==> src/rtl/adder_pkg.sv <==
`default_nettype none
// ============================================================================
// Module      : adder_pkg
// Description : State encoding and constants shared by the adder-sharing block.
// Revision    : 1.0 - initial release
// ============================================================================
package adder_pkg;

  localparam logic [1:0] ST_IDLE = 2'd0;
  localparam logic [1:0] ST_EXEC = 2'd1;
  localparam logic [1:0] ST_DONE = 2'd2;

  localparam logic [3:0] BCD_MAX = 4'd9;

  typedef enum logic [1:0] {
    IDLE = ST_IDLE,
    EXEC = ST_EXEC,
    DONE = ST_DONE
  } state_t;

endpackage
`default_nettype wire

==> src/rtl/add4_ripple.sv <==
`default_nettype none
// ============================================================================
// Module      : add4_ripple
// Description : W-bit ripple-carry adder built from a chain of full-adder cells.
// Revision    : 1.0 - initial release
// ============================================================================
module add4_ripple #(
  parameter int W = 4
) (
  input  logic [W-1:0] a,
  input  logic [W-1:0] b,
  input  logic         ci,
  output logic [W-1:0] s,
  output logic         co
);

  logic [W:0] w_c;

  assign w_c[0] = ci;

  for (genvar i = 0; i < W; i++) begin : g_fa
    assign s[i]     = a[i] ^ b[i] ^ w_c[i];
    assign w_c[i+1] = (a[i] & b[i]) | (w_c[i] & (a[i] ^ b[i]));
  end

  assign co = w_c[W];

endmodule
`default_nettype wire

==> src/rtl/adder_share_ctrl.sv <==
`default_nettype none
// ============================================================================
// Module      : adder_share_ctrl
// Description : Round-robin controller sharing one ripple adder among NREQ requesters.
// Revision    : 1.0 - initial release
// ============================================================================
module adder_share_ctrl
  import adder_pkg::*;
#(
  parameter int NREQ    = 4,
  parameter int W       = 4,
  parameter int ADD_LAT = 1,
  parameter int IDW     = $clog2(NREQ)
) (
  input  logic              CLOCK_50,
  input  logic              resetn,
  input  logic [NREQ-1:0]   req,
  input  logic [NREQ*W-1:0] op_a,
  input  logic [NREQ*W-1:0] op_b,
  input  logic [NREQ-1:0]   cin,
  output logic [NREQ-1:0]   gnt,
  output logic              busy,
  output logic [W:0]        res,
  output logic [IDW-1:0]    res_id,
  output logic              res_valid,
  output logic              bcd_err
);

  state_t          r_state;
  state_t          w_state_nxt;
  logic [IDW-1:0]  r_ptr;
  logic [IDW-1:0]  w_win;
  logic            w_found;
  logic [2:0]      r_cnt;
  logic [W-1:0]    r_opa, r_opb, w_sel_a, w_sel_b;
  logic            r_opc, w_sel_c;
  logic [W-1:0]    w_sum;
  logic            w_co;
  logic            w_grant, w_finish, w_release;
  logic [NREQ-1:0] r_gnt;
  logic [W:0]      r_res;
  logic [IDW-1:0]  r_res_id;
  logic            r_res_valid, r_bcd_err;

  // Requester index reached by stepping 'step' places past 'base', wrapping at NREQ.
  function automatic logic [IDW-1:0] rr_idx(input logic [IDW-1:0] base, input int step);
    int t;
    t = (int'(base) + step) % NREQ;
    return IDW'(t);
  endfunction

  always_comb begin
    w_found = 1'b0;
    w_win   = '0;
    for (int k = 1; k <= NREQ; k++) begin
      if (!w_found && req[rr_idx(r_ptr, k)]) begin
        w_found = 1'b1;
        w_win   = rr_idx(r_ptr, k);
      end
    end
  end

  always_comb begin
    w_sel_a = '0;
    w_sel_b = '0;
    w_sel_c = 1'b0;
    for (int i = 0; i < NREQ; i++) begin
      if (w_win == IDW'(i)) begin
        w_sel_a = op_a[i*W +: W];
        w_sel_b = op_b[i*W +: W];
        w_sel_c = cin[i];
      end
    end
  end

  add4_ripple #(.W(W)) u_add (
    .a  (r_opa),
    .b  (r_opb),
    .ci (r_opc),
    .s  (w_sum),
    .co (w_co)
  );

  always_ff @(posedge CLOCK_50 or negedge resetn) begin
    if (!resetn) r_state <= IDLE;
    else         r_state <= w_state_nxt;
  end

  always_comb begin
    w_state_nxt = r_state;
    w_grant     = 1'b0;
    w_finish    = 1'b0;
    w_release   = 1'b0;
    case (r_state)
      IDLE: begin
        if (w_found) begin
          w_grant     = 1'b1;
          w_state_nxt = EXEC;
        end
      end
      EXEC: begin
        if (r_cnt == 3'd1) begin
          w_finish    = 1'b1;
          w_state_nxt = DONE;
        end
      end
      DONE: begin
        w_release   = 1'b1;
        w_state_nxt = IDLE;
      end
      default: w_state_nxt = IDLE;
    endcase
  end

  always_ff @(posedge CLOCK_50 or negedge resetn) begin
    if (!resetn) begin
      r_ptr       <= IDW'(NREQ - 1);
      r_cnt       <= 3'd0;
      r_opa       <= '0;
      r_opb       <= '0;
      r_opc       <= 1'b0;
      r_gnt       <= '0;
      r_res       <= '0;
      r_res_id    <= '0;
      r_res_valid <= 1'b0;
      r_bcd_err   <= 1'b0;
    end else begin
      r_res_valid <= w_finish;
      if (w_grant) begin
        // Operands are captured only here; later input changes are ignored.
        r_opa <= w_sel_a;
        r_opb <= w_sel_b;
        r_opc <= w_sel_c;
        r_gnt <= {{(NREQ-1){1'b0}}, 1'b1} << w_win;
        r_ptr <= w_win;
        r_cnt <= 3'(ADD_LAT);
      end else if (r_state == EXEC) begin
        r_cnt <= r_cnt - 3'd1;
      end
      if (w_finish) begin
        r_res     <= {w_co, w_sum};
        r_bcd_err <= (r_opa > W'(BCD_MAX)) | (r_opb > W'(BCD_MAX));
        r_res_id  <= r_ptr;
      end
      if (w_release) r_gnt <= '0;
    end
  end

  assign gnt       = r_gnt;
  assign busy      = (r_state != IDLE);
  assign res       = r_res;
  assign res_id    = r_res_id;
  assign res_valid = r_res_valid;
  assign bcd_err   = r_bcd_err;

endmodule
`default_nettype wire

==> config.mk <==
export PLATFORM = sky130hd
export DESIGN_NAME = adder_share_ctrl
export DESIGN_NICKNAME = d
export VERILOG_FILES = /design/src/rtl/adder_pkg.sv /design/src/rtl/add4_ripple.sv /design/src/rtl/adder_share_ctrl.sv
export SDC_FILE = /design/constraint.sdc
export NUM_CORES = 1
export LEC_CHECK = 0
export BUFFER_PORTS_ARGS = -buffer_cell sky130_fd_sc_hd__buf_2
export CAP_MARGIN = 0
export CORE_ASPECT_RATIO = 2
export CORE_MARGIN = 5
export CORE_UTILIZATION = 50
export CTS_CLUSTER_DIAMETER = 40
export CTS_CLUSTER_SIZE = 14
export DETAILED_ROUTE_END_ITERATION = 12
export HOLD_SLACK_MARGIN = 0.02
export PLACE_DENSITY_LB_ADDON = 0.3
export SLEW_MARGIN = 10
export SYNTH_ARGS = -nofsm -noshare
export SYNTH_HDL_FRONTEND = slang
export SYNTH_SLANG_ARGS = --single-unit
==> constraint.sdc <==
create_clock -name CLOCK_50 -period 2.3 [get_ports CLOCK_50]
set_input_delay 0.345 -clock CLOCK_50 [delete_from_list [all_inputs] [get_ports CLOCK_50]]
set_output_delay 0.345 -clock CLOCK_50 [all_outputs]
set_load 0.01 [all_outputs]
* Yosys cells after proc, flatten, opt, wreduce, memory -nomap -nowiden
Cells that the tools add are included.
** Operators by class
- Add/subtract/negate cells :: 5
- $lt $le $gt $ge :: 6
- Eq/ne operators :: 8
- Shift operators :: 1
- Muxes and demuxes :: 40
- Bitwise operators :: 21
- Reduce and logical (&&, ||, !) cells :: 12
** Operator list (count)
- 2-to-1 mux 4 bit :: 10
- 2-to-1 mux 1 bit :: 17
- < comparator 2 x 3 -> 1 bit (second input constant) :: 4
- 2-to-1 mux 2 bit :: 6
- AND 1 bit :: 8
- binary-select mux 1 bit (select 2 bit) :: 4
- > comparator 4 bit (second input constant) :: 2
- bitwise XOR 1 bit :: 8
- equality test 2 bit (second input constant) :: 3
- 2-to-1 mux 3 bit :: 2
- nonzero test 2 bit :: 3
- bitwise OR 1 bit :: 5
- adder 2 x 1 -> 2 bit (second input constant) :: 2
- adder 2 bit (second input constant) :: 2
- equality test 2 x 1 -> 1 bit (second input constant) :: 2
- logical NOT 2 bit :: 2
- inequality test 2 bit (second input constant) :: 2
- case mux 2 bit (2 select lines) :: 1
- << shifter 1 x 2 -> 4 bit (first input constant) :: 1
- equality test 3 x 1 -> 1 bit (second input constant) :: 1
- logical AND 1 bit :: 3
- logical NOT 1 bit :: 3
- subtractor 3 x 1 -> 3 bit (second input constant) :: 1
- AND reduction 2 bit :: 1
** Storage, ports and cells
- Register bits after elaboration :: 29
- Input port bits :: 42
- Output and inout bits :: 14
- Word-level logic and storage cells :: 104

* Depth between registers and ports, before layout
Gate-level depths: netlist of the first run.
- Depth after elaboration :: 18
- Depth in mapped cells :: 8
- Gate-level depth less buffers :: 8

* Hierarchy
Synthesis of the first run repeated with hierarchy kept, for this count alone.
** Second synthesis, totals
- Cell total of the unflattened synthesis :: 171
- Area total of the unflattened synthesis :: 1655.3 um2
** By module, submodules not included
- adder_share_ctrl :: times used 1, cells each 157, area each 1537.7 um2, seq. area each 728.2 um2
- add4_ripple :: times used 1, cells each 14, area each 117.6 um2, seq. area each 0.0 um2

* Worst setup path after synthesis of the first run
OpenSTA, ideal clock, no wires.
- Path kind :: flip-flop to flip-flop
- Start :: reg r_opa[0]
- End :: reg r_res[3] (netlist: res[3])
- Setup time :: 0.083 ns
- Arrival time :: 1.976 ns
- Data required time :: 2.217 ns
- Slack :: 0.241 ns
- Stages on the path, launching flop included :: 9
- Path buffers :: 0
- Period minus slack after synthesis :: 2.059 ns
- Path through :: dfrtp_1 fa_1 inv_1 fa_1 inv_1 fa_1 inv_1 fa_1 o21ai_0
** On the way
- Longest elaborated chain between the ends :: 8
- Elaborated cells between the ends (all ways) :: 9
- Classes of those cells :: bitwise: 9
** RTL lines
- start, declared :: line adder_share_ctrl.sv:35 : logic [W-1:0] r_opa, r_opb, w_sel_a, w_sel_b;
- start signal, assigned :: line adder_share_ctrl.sv:131 : r_opa <= w_sel_a;
- bitwise XOR 1 bit :: line add4_ripple.sv:23 : assign w_c[i+1] = (a[i] & b[i]) | (w_c[i] & (a[i] ^ b[i]));
- AND 1 bit :: line add4_ripple.sv:23
- bitwise OR 1 bit (*) :: line add4_ripple.sv:23
- AND 1 bit (*) :: line add4_ripple.sv:23
- bitwise OR 1 bit (*) :: line add4_ripple.sv:23
- AND 1 bit (*) :: line add4_ripple.sv:23
- bitwise OR 1 bit (*) :: line add4_ripple.sv:23
- bitwise XOR 1 bit (*) :: line add4_ripple.sv:22 : assign s[i] = a[i] ^ b[i] ^ w_c[i];
- end signal, assigned :: line adder_share_ctrl.sv:141 : r_res <= {w_co, w_sum};
- end, declared :: line adder_share_ctrl.sv:41 : logic [W:0] r_res;
Every way passes the cells marked *; elsewhere a longest branch is shown, timed or not.
A chain may end at the register's enable or synchronous reset.

* Final worst setup path of the first run
Same ends and word-level chain as after synthesis.

==> results.cfg, run 1 <==
[setup_path]
critPathCaptureType = flop
worst_ep_arrival_time_ns = 2.35
path_class = reg2reg
ff2ff_path_depth = 8
r2r_start = r_opa[0]
r2r_slack_ns = 0.15
timing.rr.end = res[3]
crit_fanout = 2
crit_required_ns = 2.49
critPathLaunchType = flop

[yosys]
seq_area_frac_synth_pct = 44.5
yosys_warnings = 0
syn_nets = 221
avgSynthCellArea_um2 = 9.46
synth_top_flop_cell = dfrtp_1
synth_most_common_cell = dfrtp_1
synth-edff-count = 0
yosys-top-cells-area = dfrtp_1, nand2_1, fa_1, nor2_1, o21ai_0
yosys-top-cells-count = dfrtp_1, nand2_1, nor2_1
synth_seq_cells = 29
yosysTopAreaCell = dfrtp_1
synth_cell_types = 41
syn_inst = 173
async_reset_ff_share_pct = 100
mappedNetlistArea_um2 = 1640
synth_top_area_share_pct = 41.3

[outcome]
status = finished, final reports clean

[placed_design]
routabilityCongestion = 0.829
dp_hpwl_mm = 3.23
placed_cell_area_um2 = 1930
io_buffers = 55

[clock_tree]
cts_tree = built
cts-resized-gates = 0
clkTransAtPathRegs_ns = 0.06
clk_path_buf_depth = 2
cts_sinks = 29
cts_hold_buf = 0
cts_setup_buffers = 0
cts_max_level = 2
numCtsBuffers = 5
clock_latency_ns = 0.28
cts-root-buf = clkbuf_8

[pwr]
pwr-share-seq_pct = 34.2
p_int_w = 0.00160
pwr-share-comb_pct = 49.2
switchingPower_w = 0.00114
p_sw_share_pct = 41.7
p_leak_nw = 1.01
p_clk_share_pct = 16.6
power_density_nw_per_um2 = 1350
ir_drop_uv = 669

[grt]
grt_pass1_wl_mm = 7.09
grt_remaining_overflow = 0
grt_pass1_vias = 1617
antenna_found_initial = 0
grt_usage_pct = 19.4
grt_max_degree = 30

[die]
die_area_um2 = 4590
fp-row-count = 29
initial_utilization_pct = 51.8
io_pins = 56
die_x_um = 50.5
die_h_um = 90.9
coreArea_um2 = 3160

[timing]
period_needed_ns = 2.15
worst_pin_slew_ns = 0.744
max_freq_mhz = 464
hold_viol = 0
slew_violations = 0
setup_tns_ns = 0
relSlewSlack_pct = 50.1
finalSetupViolations = 0
skew_ns = 0.00672
period_share_pct = 93.7
grt_setup_unrepaired = false

[finish]
area_growth_syn_to_layout_pct = 24.4
drive_gt1_share_pct = 31.0
n_antenna_cell = 0
final_area_um2 = 2040
final_nets = 279

[routing]
routed_wl_mm = 3.99
vias = 1490
drtIter0Drc = 34
drtPass1Iterations = 4
avgViaCountPerCell = 5.67
drtAntennaViolNets = 0
wl_per_cell_um = 15.2
drc = 0

[job]
drv_cap = 0

[hold_path]
hold_class = in2async
==> worst max-delay path: stages (launching register included) <==
cell and delay, ns:
dfrtp_1 0.41, fa_1 0.42, inv_1 0.08, fa_1 0.15, inv_1 0.05, fa_1 0.35, inv_1 0.07, fa_1 0.39
o21ai_0 0.15
==> placed cells by master, fill, tap and decap left out, drive strengths merged, types with 3 or more instances in the layout <==
cell type,count
nor2,18
a2bb2oi,5
nand2b,3
nand3,4
a21oi,5
mux2,4
o22ai,8
buf,57
dfrtp,27
inv,14
o31ai,3
o21ai,14
nor2b,4
clkbuf,7
nand2,24
fa,4
o211ai,5
==> kinds of logic after synthesis <==
logic type | share of synthesized area [%]
flip-flops | 44.5
AO/OA/AOI/OAI | 25.3
adder cells (fa/ha/maj) | 6.42
AND/OR/NAND/NOR | 15.9
multiplexers | 2.75
buffers and inverters | 5.12
==> flip-flops by register name, summed over array words and instances (netlist names) <==
signal     count
gnt            4
r_opc          1
bcd_err        1
res_id         2
r_opa          4
res            5
r_cnt          3
r_opb          4
r_state        2
r_ptr          2
res_valid      1
==> per-layer routing <==
metal / global-route usage (%) / routed length, um / up-vias
li1: - / - / 733
met1: 20.6 / 1440 / 689
met2: 34.2 / 2180 / 57
met3: 5.12 / 258 / 11
met4: 8.53 / 112 / 0
met5: 0 / 0 / -
==> power by group through the flow <==
stage	sequential [W]	clock (W)	combinational, W
floorplan	0.000941	0	0.000948
global placement	0.000935	0	0.00134
detailed placement	0.000947	0	0.00136
CTS	0.000940	0.000468	0.00136
global route	0.000979	0.000495	0.00153
finish	0.000937	0.000454	0.00135
==> stage by stage <==
stage	hold WS (ns)	worst slack (ns)	power (W)	util [%]	instances
global route	0.134	0.0421	0.00300	64.5	263
finish	0.0769	0.145	0.00274	64.5	263
floorplan	0.0494	0.241	0.00189	-	173
CTS	0.0976	0.144	0.00277	64.5	263
detailed placement	0.401	0.156	0.00230	61.3	255
global placement	0.395	0.193	0.00228	61.3	255
==> how the worst max path moves through the flow <==
stage                     cells past startpoint  slack, ns  startpoint     end
after floorplan                               8       0.24    r_opa[0]  res[3]
after detailed placement                      8       0.16    r_opa[0]  res[3]
after global routing                          8       0.04    r_opa[0]  res[3]
final                                         8       0.15    r_opa[0]  res[3]
after CTS                                     8       0.14    r_opa[0]  res[3]
after global placement                        8       0.19    r_opa[0]  res[3]
==> area by class of cell <==
| class | count | area, um^2 |
|---|---|---|
| clock buffers | 7 | 96.3 |
| clock inverters | 1 | 5.00 |
| fillers | 295 | 1120 |
| inverters | 14 | 52.6 |
| multi-input cells | 124 | 825 |
| flip-flops and latches | 29 | 728 |
| well taps | 31 | 38.8 |
| repair buffers | 57 | 290 |
Note: power is estimated with default switching activity, not from simulation.
==> inputs of run 2 (changes only) <==
--- a/config.mk
+++ b/config.mk
@@ -5,11 +5,12 @@
 export SDC_FILE = /design/constraint.sdc
 export NUM_CORES = 1
 export LEC_CHECK = 0
+export ABC_AREA = 1
 export BUFFER_PORTS_ARGS = -buffer_cell sky130_fd_sc_hd__buf_2
 export CAP_MARGIN = 0
 export CORE_ASPECT_RATIO = 2
 export CORE_MARGIN = 5
-export CORE_UTILIZATION = 50
+export CORE_UTILIZATION = 52
 export CTS_CLUSTER_DIAMETER = 40
 export CTS_CLUSTER_SIZE = 14
 export DETAILED_ROUTE_END_ITERATION = 12
==> run 2 against run 1 <==
Die area grew 11%. Combinational power grew 110%. Clock skew grew 0.0019 ns. Final cell count grew 43%. Sequential power grew 2.6%. Clock power is essentially flat. Utilization is essentially flat. Critical path depth is the same. Critical endpoint unchanged. Highest routed layer unchanged.
==> results.cfg, run 2 <==
[grt]
antenna_found_initial = 0
grt_usage_pct = 20.3
grt_remaining_overflow = 0
grt_max_degree = 30
grt_pass1_wl_mm = 7.73
grt_pass1_vias = 1883

[routing]
drtAntennaViolNets = 0
routed_wl_mm = 4.42
drtIter0Drc = 43
avgViaCountPerCell = 4.86
wl_per_cell_um = 11.8
drtPass1Iterations = 4
drc = 0
vias = 1824

[timing]
hold_viol = 0
skew_ns = 0.00859
worst_pin_slew_ns = 0.617
holdWs_ns = 0.0747
relSlewSlack_pct = 58.9
max_freq_mhz = 465
slew_violations = 0
period_share_pct = 93.5
finalSetupViolations = 0
setup_tns_ns = 0
period_needed_ns = 2.15
grt_setup_unrepaired = false

[setup_path]
crit_fanout = 2
timing.rr.end = res[3]
critPathLaunchType = flop
critPathCaptureType = flop
r2r_slack_ns = 0.15
crit_path_cell_trace = fa_1 -> inv_1 -> fa_1 -> inv_1 -> fa_1 -> inv_1 -> fa_1 -> o21ai_1
cp_slowest_cell = fa_1
path_class = reg2reg
crit_required_ns = 2.50
r2r_start = r_opa[0]
ff2ff_path_depth = 8
crit_path_max_incr_delay_ns = 0.41
path_common_cell = fa_1
worst_ep_arrival_time_ns = 2.35

[finish]
area_growth_syn_to_layout_pct = 20.7
final_nets = 373
mostFrequentLayoutCells = nand2_1, buf_2, inv_1, dfrtp_1, nand3_1
drive_gt1_share_pct = 29.1
layout.cells.most_common = nand2_1
largest_register_ffs = 5
n_antenna_cell = 0
final_area_um2 = 2320
fill_cells = 365

[clock_tree]
numCtsBuffers = 5
clock_latency_ns = 0.28
cts_tree = built
cts_sinks = 29
clkTransAtPathRegs_ns = 0.07
cts-root-buf = clkbuf_8
cts_max_level = 2
clk_path_buf_depth = 2

[die]
fp-row-count = 31
initial_utilization_pct = 53.4
die_x_um = 53.0
coreArea_um2 = 3610
die_area_um2 = 5090
io_pins = 56
die_h_um = 96.1

[yosys]
synth_top_flop_cell = dfrtp_1
synth_most_common_cell = nand2_1
yosys_warnings = 0
syn_inst = 267
yosys-top-cells-area = dfrtp_1, nand2_1, inv_1, nand2_2, nand3_1
syn_nets = 315
mappedNetlistArea_um2 = 1930
seq_area_frac_synth_pct = 37.8
synth-edff-count = 0
yosysTopAreaCell = dfrtp_1
avgSynthCellArea_um2 = 7.21
yosys-top-cells-count = nand2_1, inv_1, dfrtp_1
synth_seq_cells = 29
synth_cell_types = 28
synth_top_area_share_pct = 35.1
async_reset_ff_share_pct = 100

[pwr]
p_leak_nw = 1.31
ir_drop_uv = 1330
power_density_nw_per_um2 = 1810

[job]
drv_cap = 0

[placed_design]
dp_hpwl_mm = 3.56
routabilityCongestion = 0.824
io_buffers = 55
placed_cell_area_um2 = 2220

[outcome]
status = finished, final reports clean

[hold_path]
hold_class = in2async
==> run 2: changes by cell type after synthesis, moves of 4 or more <==
| cell | delta |
|---|---|
| nor2b_1 | -4 |
| o211ai_1 | -5 |
| nor2_4 | +4 |
| a21oi_1 | +5 |
| o21ai_0 | +5 |
| nand2_2 | +16 |
| o22ai_1 | -5 |
| nand2_1 | +70 |
| a2bb2oi_1 | -5 |
| inv_1 | +16 |
| nand3_1 | +16 |
==> run 2: worst max-delay path by stage <==
stage                        start       end  slack [ns]  cells after the start
after floorplan           r_opa[0]    res[3]        0.24                      8
after global placement    r_opa[0]    res[3]        0.19                      8
final                     r_opa[0]    res[3]        0.15                      8
after detailed placement  r_opa[0]    res[3]        0.11                      8
after global routing      r_ptr[0]  r_opa[1]       0.006                     14
after CTS                 r_opa[0]    res[3]         0.1                      8
==> run 2: metrics by stage <==
| stage | worst slack, ns | total power (W) | std cells | utilization, % |
|---|---|---|---|---|
| after floorplan | 0.241 | 0.00317 | 267 | - |
| after global placement | 0.192 | 0.00363 | 366 | 61.4 |
| after detailed placement | 0.112 | 0.00373 | 366 | 61.4 |
| after CTS | 0.0974 | 0.00420 | 374 | 64.2 |
| after global routing | 0.00609 | 0.00468 | 375 | 64.4 |
| final | 0.150 | 0.00420 | 375 | 64.4 |
==> run 2: critical path: cells and delay by family (launching register included) <==
family | cells | cell delay, ns
compound gates | 1 | 0.15
fa+ha+maj | 4 | 1.32
buf+inv | 3 | 0.20
flops | 1 | 0.39
==> run 2: final cells by class <==
class | count | area [um^2] | area share, %
inverters | 34 | 133 | 5.71
flip-flops and latches | 29 | 728 | 31.3
repair buffers | 58 | 298 | 12.8
well taps | 49 | 61.3 | 2.64
clock inverters | 1 | 5.00 | 0.215
multi-input cells | 197 | 1000 | 43.2
clock buffers | 7 | 96.3 | 4.14
==> run 2: timing repair <==
item / 4_1_cts / 5_1_grt
setup endpoints to repair: 0 / 6
setup buffers: 0 / 1
hold buffers: 0 / 0
gates resized for setup: 0 / 1
==> run 2: cell families (layout without fill, tap and decap cells) <==
family	after synthesis	in the layout	share of synthesized area, %
simple gates	155	155	36.3
buf+inv	41	100	10.1
compound gates	35	35	9.88
flops	29	29	37.8
fa+ha+maj	6	6	5.46
xor+xnor	1	1	0.455
==> run 2: metal layers <==
layer  global-route usage [%]  share of wire (%)  routed length [um]
met3                     4.65                5.9                 261
met5                        0                  0                   0
met4                     7.25                1.3                  59
met2                     38.5                 57                2500
met1                     20.6                 36                1600
==> run 2: where the power goes <==
| part | leakage (nW) | total, W | switching, W | internal [W] |
|---|---|---|---|---|
| sequential | 0.359 | 0.000961 | 0.000173 | 0.000789 |
| clock | 0.0542 | 0.000457 | 0.000187 | 0.000270 |
| combinational | 0.896 | 0.00278 | 0.00180 | 0.000986 |
